===== config.mk =====
export PLATFORM = sky130hd
export DESIGN_NAME = compare_result_monitor
export DESIGN_NICKNAME = d
export VERILOG_FILES = /design/src/rtl/compare_mon_pkg.sv /design/src/rtl/sat_counter.sv /design/src/rtl/compare_result_monitor.sv
export SDC_FILE = /design/constraint.sdc
export NUM_CORES = 1
export LEC_CHECK = 0
export CELL_PAD_IN_SITES_DETAIL_PLACEMENT = 1
export CELL_PAD_IN_SITES_GLOBAL_PLACEMENT = 2
export CORE_ASPECT_RATIO = 1.25
export CORE_MARGIN = 10
export CORE_UTILIZATION = 35
export CTS_CLUSTER_SIZE = 16
export DETAILED_ROUTE_END_ITERATION = 16
export PLACE_DENSITY = 0.79
export SYNTH_ARGS = -nofsm -noshare
export SYNTH_HDL_FRONTEND = slang
export SYNTH_SLANG_ARGS = --single-unit

===== constraint.sdc =====
create_clock -name clk -period 2.13 [get_ports clk]
set_clock_uncertainty 0.2 [all_clocks]
set_input_delay 0.426 -clock clk [delete_from_list [all_inputs] [get_ports clk]]
set_output_delay 0.426 -clock clk [all_outputs]
set_load 0.01 [all_outputs]

===== src/rtl/compare_mon_pkg.sv =====
// Shared constants for the comparator result monitor: counter width default,
// FSM state encoding and readout beat indices.
package compare_mon_pkg;

  localparam int CNT_W_DEF = 8;

  localparam logic [0:0] ST_IDLE = 1'b0;
  localparam logic [0:0] ST_DUMP = 1'b1;

  localparam logic [1:0] IDX_G   = 2'd0;
  localparam logic [1:0] IDX_S   = 2'd1;
  localparam logic [1:0] IDX_E   = 2'd2;
  localparam logic [1:0] IDX_ERR = 2'd3;

endpackage


===== src/rtl/sat_counter.sv =====
// Saturating up-counter with synchronous clear; clear wins over increment.
module sat_counter #(
  parameter int W = 8
) (
  input  logic         clk,
  input  logic         reset_n,
  input  logic         clr,
  input  logic         inc,
  output logic [W-1:0] count
);

  logic [W-1:0] r_count;

  always_ff @(posedge clk or negedge reset_n) begin
    if (!reset_n) begin
      r_count <= '0;
    end else if (clr) begin
      r_count <= '0;
    end else if (inc && (r_count != {W{1'b1}})) begin
      r_count <= r_count + 1'b1;
    end
  end

  assign count = r_count;

endmodule


===== src/rtl/compare_result_monitor.sv =====
// Counts Greater/Smaller/Equal/malformed comparator results and dumps a
// snapshot of the four counters as four registered beats on request.
module compare_result_monitor
  import compare_mon_pkg::*;
#(
  parameter int CNT_W = CNT_W_DEF
) (
  input  logic             clk,
  input  logic             reset_n,
  input  logic             in_valid,
  input  logic             greater,
  input  logic             smaller,
  input  logic             equal,
  input  logic             clear,
  input  logic             rd_req,
  output logic             rd_valid,
  output logic [1:0]       rd_idx,
  output logic [CNT_W-1:0] rd_data,
  output logic             busy,
  output logic             onehot_err
);

  logic             w_one;
  logic [3:0]       w_inc;
  logic [CNT_W-1:0] w_cnt [4];
  logic [1:0]       w_next_beat;

  logic [0:0]       r_state;
  logic [1:0]       r_beat;
  logic             r_rd_valid;
  logic [CNT_W-1:0] r_rd_data;
  logic             r_onehot_err;
  logic [CNT_W-1:0] r_snap [4];

  assign w_one          = $onehot({equal, smaller, greater});
  assign w_inc[IDX_G]   = in_valid & w_one & greater;
  assign w_inc[IDX_S]   = in_valid & w_one & smaller;
  assign w_inc[IDX_E]   = in_valid & w_one & equal;
  assign w_inc[IDX_ERR] = in_valid & ~w_one;

  generate
    for (genvar gi = 0; gi < 4; gi++) begin : g_cnt
      sat_counter #(.W(CNT_W)) u_cnt (
        .clk     (clk),
        .reset_n (reset_n),
        .clr     (clear),
        .inc     (w_inc[gi]),
        .count   (w_cnt[gi])
      );
    end
  endgenerate

  always_ff @(posedge clk or negedge reset_n) begin
    if (!reset_n) begin
      r_onehot_err <= 1'b0;
    end else if (clear) begin
      r_onehot_err <= 1'b0;
    end else if (w_inc[IDX_ERR]) begin
      r_onehot_err <= 1'b1;
    end
  end

  assign w_next_beat = r_beat + 2'd1;

  // r_beat doubles as rd_idx; it is forced back to 0 whenever no beat is shown
  always_ff @(posedge clk or negedge reset_n) begin
    if (!reset_n) begin
      r_state    <= ST_IDLE;
      r_beat     <= IDX_G;
      r_rd_valid <= 1'b0;
      r_rd_data  <= '0;
      for (int i = 0; i < 4; i++) r_snap[i] <= '0;
    end else begin
      case (r_state)
        ST_IDLE: begin
          if (rd_req) begin
            for (int i = 0; i < 4; i++) r_snap[i] <= w_cnt[i];
            r_state    <= ST_DUMP;
            r_beat     <= IDX_G;
            r_rd_valid <= 1'b1;
            r_rd_data  <= w_cnt[IDX_G];
          end
        end
        ST_DUMP: begin
          if (r_beat == IDX_ERR) begin
            r_state    <= ST_IDLE;
            r_beat     <= IDX_G;
            r_rd_valid <= 1'b0;
            r_rd_data  <= '0;
          end else begin
            r_beat     <= w_next_beat;
            r_rd_data  <= r_snap[w_next_beat];
          end
        end
        default: begin
          r_state    <= ST_IDLE;
          r_beat     <= IDX_G;
          r_rd_valid <= 1'b0;
          r_rd_data  <= '0;
        end
      endcase
    end
  end

  assign rd_valid   = r_rd_valid;
  assign busy       = r_rd_valid;
  assign rd_idx     = r_beat;
  assign rd_data    = r_rd_data;
  assign onehot_err = r_onehot_err;

endmodule


==> impl_metrics.sql <==
INSERT INTO impl_metrics (metric_group, metric, value, unit) VALUES
('clock_network', 'cts_clock_pin_slew_for_the_worst_setup_and_hold_paths', '0.06', 'ns'),
('placed_design', 'dp.final_hpwl', '6170', 'µm'),
('finish', 'insertedDiodeCount', '0', ''),
('power', 'vdd_ir_drop_max', '0.430', 'mV'),
('finish', 'drive_gt1_share', '22.5', '%'),
('power', 'share_clk_of_total_power', '40.1', '%'),
('power', 'report.power.total', '4.06', 'mW'),
('critical_path', 'worstPathArrival', '2.13', 'ns'),
('critical_path', 'worst_setup_path_start_kind', 'input pin', ''),
('floorplanning', 'die_w', '112', 'µm'),
('finish', 'final_common_cell', 'sky130_fd_sc_hd__dfrtp_1', ''),
('floorplanning', 'top_level_ports', '21', ''),
('synthesis', 'postSynthNetCount', '321', ''),
('synthesis', 'synthArstFlopShare', '100', '%'),
('global_routing', 'antenna_found_initial', '0', ''),
('finish', 'instances_no_fill', '475', ''),
('routing', 'drt-total-wl', '8670', 'µm'),
('hold_path', 'min-delay-path-class', 'reg -> reg', ''),
('synthesis', 'synthCells', '307', ''),
('global_routing', 'grt_max_degree', '37', ''),
('placed_design', 'placement.io_buffers', '20', ''),
('floorplanning', 'die-area', '0.0150', 'mm²'),
('status', 'status', 'complete, no violations', ''),
('timing', 'rsz0062_at_grt', 'false', ''),
('critical_path', 'critPathKind', 'in -> reg', ''),
('routing', 'drt_drc_violations_left', '0', ''),
('power', 'combinational_share_of_power', '20.1', '%'),
('routing', 'post_drt_via_cell_ratio', '5.46', ''),
('clock_network', 'clk-insertion-delay-late', '0.34', 'ns'),
('synthesis', 'postSynthRegisterBits', '77', ''),
('timing', 'maxSlewViolCount', '0', ''),
('global_routing', 'grt_first_pass_wirelength', '15100', 'µm'),
('power', 'swShare', '26.9', '%'),
('floorplanning', 'initial_utilization', '36.1', '%'),
('finish', 'mostFrequentLayoutCells', '77 x sky130_fd_sc_hd__dfrtp_1, 29 x sky130_fd_sc_hd__mux2_2, 25 x sky130_fd_sc_hd__nor2_1', ''),
('power', 'power_leakage', '2.04', 'nW'),
('synthesis', 'yosysUniqueCellTypes', '35', ''),
('synthesis', 'number_of_enable_flip_flop_cells_after_synthesis', '0', ''),
('floorplanning', 'placeable_core_region', '0.0102', 'mm²'),
('job', 'max-cap-violations', '0', ''),
('clock_network', 'clkSinkCount', '77', ''),
('synthesis', 'synth_flop_cell', 'sky130_fd_sc_hd__dfrtp_1', ''),
('critical_path', 'path_max_fanout', '4', ''),
('timing', 'max-slew-margin-rel', '72.3', '%'),
('floorplanning', 'num_rows', '41', ''),
('global_routing', 'grt_usage', '12.4', '%'),
('placed_design', 'placedCellCount', '457', ''),
('finish', 'final_nets', '355', ''),
('synthesis', 'syn_area_per_cell', '11.9', 'µm²'),
('power', 'switchingPower', '1.09', 'mW'),
('critical_path', 'critPathCaptureType', 'register', ''),
('routing', 'ant_nets', '0', ''),
('timing', 'max_freq', '486', 'MHz'),
('timing', 'timing.final.crit_share', '96.7', '%'),
('timing', 'finalSetupViolations', '0', ''),
('synthesis', 'synth-seq-area-share', '52.5', '%'),
('timing', 'period_needed', '2.06', 'ns'),
('routing', 'routed_wl_per_cell', '18.2', 'µm'),
('routing', 'drtIter0Drc', '121', ''),
('power', 'power_per_cell_area', '909', 'mW/mm²'),
('timing', 'max_slew.worst_pin.slew', '0.415', 'ns'),
('placed_design', 'globalplace.congestion', '0.751', ''),
('clock_network', 'ctsHtreeMaxLevel', '3', ''),
('clock_network', 'cts_tree', 'built', ''),
('global_routing', 'first_global_vias', '2887', ''),
('power', 'power_internal', '2.97', 'mW'),
('timing', 'timing_hold_violations_final', '0', ''),
('clock_network', 'numCtsBuffers', '9', ''),
('finish', 'area_growth', '21.7', '%'),
('floorplanning', 'floorplan.die.height', '134', 'µm'),
('finish', 'final_area', '0.00447', 'mm²'),
('placed_design', 'place_area', '0.00412', 'mm²'),
('critical_path', 'worstPathRequired', '2.20', 'ns'),
('routing', 'detail_route.first_pass.iterations', '4', ''),
('clock_network', 'cts_buffer_depth', '2', ''),
('power', 'register_share_of_total_power', '39.8', '%'),
('synthesis', 'area_of_the_mapped_netlist', '0.00367', 'mm²'),
('synthesis', 'yosys_warnings', '0', ''),
('clock_network', 'cts.root.buffer_cell', 'sky130_fd_sc_hd__clkbuf_16', ''),
('global_routing', 'gr-total-overflow', '0', ''),
('routing', 'vias', '2592', ''),
('finish', 'final_util', '44.0', '%');
[metrics by stage]
| step | worst slack (ns) | TNS (ns) | hold WS [ns] |
|---|---|---|---|
| floorplan | -0.0237 | -0.0399 | -0.0696 |
| global placement | -0.518 | -12.34 | 0.163 |
| detailed placement | -0.575 | -13.92 | 0.172 |
| CTS | 0.00847 | 0 | 0.287 |
| global route | 0.00647 | 0 | 0.325 |
| finish | 0.0704 | 0 | 0.282 |
[final timing paths]
path,startpoint,end,slack [ns],cells past startpoint
setup / recovery,smaller,g_cnt[0].u_cnt.count[5],0.07,6
hold / removal,r_snap[22],r_snap[22],0.28,2
setup reg to reg,g_cnt[3].u_cnt.count[0],g_cnt[3].u_cnt.count[7],0.21,5
hold reg to reg,r_snap[22],r_snap[22],0.28,2
max in group asynchronous,reset_n,r_snap[23],0.80,3
min in group asynchronous,reset_n,g_cnt[3].u_cnt.count[3],0.34,2
[worst max-delay path: stages]
cell,delay [ns]
sky130_fd_sc_hd__dlygate4sd2_1,0.25
sky130_fd_sc_hd__fa_1,0.53
sky130_fd_sc_hd__and4b_2,0.31
sky130_fd_sc_hd__o21ai_4,0.08
sky130_fd_sc_hd__or4_4,0.42
sky130_fd_sc_hd__a21oi_2,0.12
[cell usage after synthesis (2+ instances only)]
cell type / instances / area [µm²]
sky130_fd_sc_hd__a211oi_1: 4 / 30.0
sky130_fd_sc_hd__a21oi_1: 8 / 40.0
sky130_fd_sc_hd__and2_1: 4 / 25.0
sky130_fd_sc_hd__and3_1: 6 / 37.5
sky130_fd_sc_hd__and4b_1: 5 / 50.1
sky130_fd_sc_hd__buf_2: 7 / 35.0
sky130_fd_sc_hd__clkbuf_1: 7 / 26.3
sky130_fd_sc_hd__dfrtp_1: 77 / 1930
sky130_fd_sc_hd__ha_1: 5 / 62.6
sky130_fd_sc_hd__inv_1: 14 / 52.6
sky130_fd_sc_hd__mux2_2: 29 / 327
sky130_fd_sc_hd__mux2i_1: 13 / 130
sky130_fd_sc_hd__mux4_2: 8 / 180
sky130_fd_sc_hd__nand2_1: 10 / 37.5
sky130_fd_sc_hd__nand2b_1: 4 / 25.0
sky130_fd_sc_hd__nand3_1: 6 / 30.0
sky130_fd_sc_hd__nand4_1: 6 / 37.5
sky130_fd_sc_hd__nor2_1: 25 / 93.8
sky130_fd_sc_hd__nor3_1: 2 / 10.0
sky130_fd_sc_hd__o2111ai_1: 6 / 52.6
sky130_fd_sc_hd__o211ai_1: 8 / 60.1
sky130_fd_sc_hd__o21ai_0: 11 / 55.1
sky130_fd_sc_hd__o22ai_1: 9 / 56.3
sky130_fd_sc_hd__or3_1: 6 / 37.5
sky130_fd_sc_hd__xor2_1: 17 / 149
[state kept, by name, summed over array words and instances (netlist names)]
signal,cells
g_cnt.u_cnt.count,32
r_snap,32
rd_data,8
rd_idx,2
busy,1
onehot_err,1
r_state,1
[cells by family after synthesis]
group / after synthesis / synth area share, %
simple gates: 77 / 11.2
flops: 77 / 52.5
mux: 50 / 17.4
compound gates: 49 / 8.90
buf+inv: 31 / 3.72
xor+xnor: 17 / 4.06
fa+ha+maj: 6 / 2.25
[power groups by stage]
stage          combinational, mW  clock [mW]  sequential, mW
6_report                   0.817        1.63            1.61
5_1_grt                    0.888        1.73            1.63
4_1_cts                    0.840        1.65            1.62
3_5_place_dp               0.816           0            1.64
3_3_place_gp               0.799           0            1.63
2_1_floorplan              0.501           0            1.64
[layer usage]
layer  routed length, µm  global-route usage, %  part of all wire [%]  vias up
met5                   0                      0                     0        -
met4                 212                   5.22                   2.4        0
met3                 287                   3.32                   3.3       16
met2                4430                   21.6                    51       40
met1                3730                   13.9                    43     1359
li1                    -                      -                     -     1177
[area by class of cell]
| class | count | area [µm²] |
|---|---|---|
| fill | 1099 | 5690 |
| sequential | 77 | 1930 |
| multi-input combinational | 199 | 1620 |
| timing repair buffer | 40 | 395 |
| clock buffer | 12 | 236 |
| tap | 129 | 161 |
| clock inverter | 4 | 72.6 |
| inverter | 14 | 52.6 |
[what timing repair did]
item                                   in CTS  in global routing
resized for setup                           7                 10
cloned                                      0                  0
setup endpoints to repair                  27                  9
endpoints found under the hold margin      24                  0
setup buffers                               1                  0
hold buffers                                1                  0
pin swaps                                   4                  5
No activity file was read; power rests on OpenSTA's default activity.
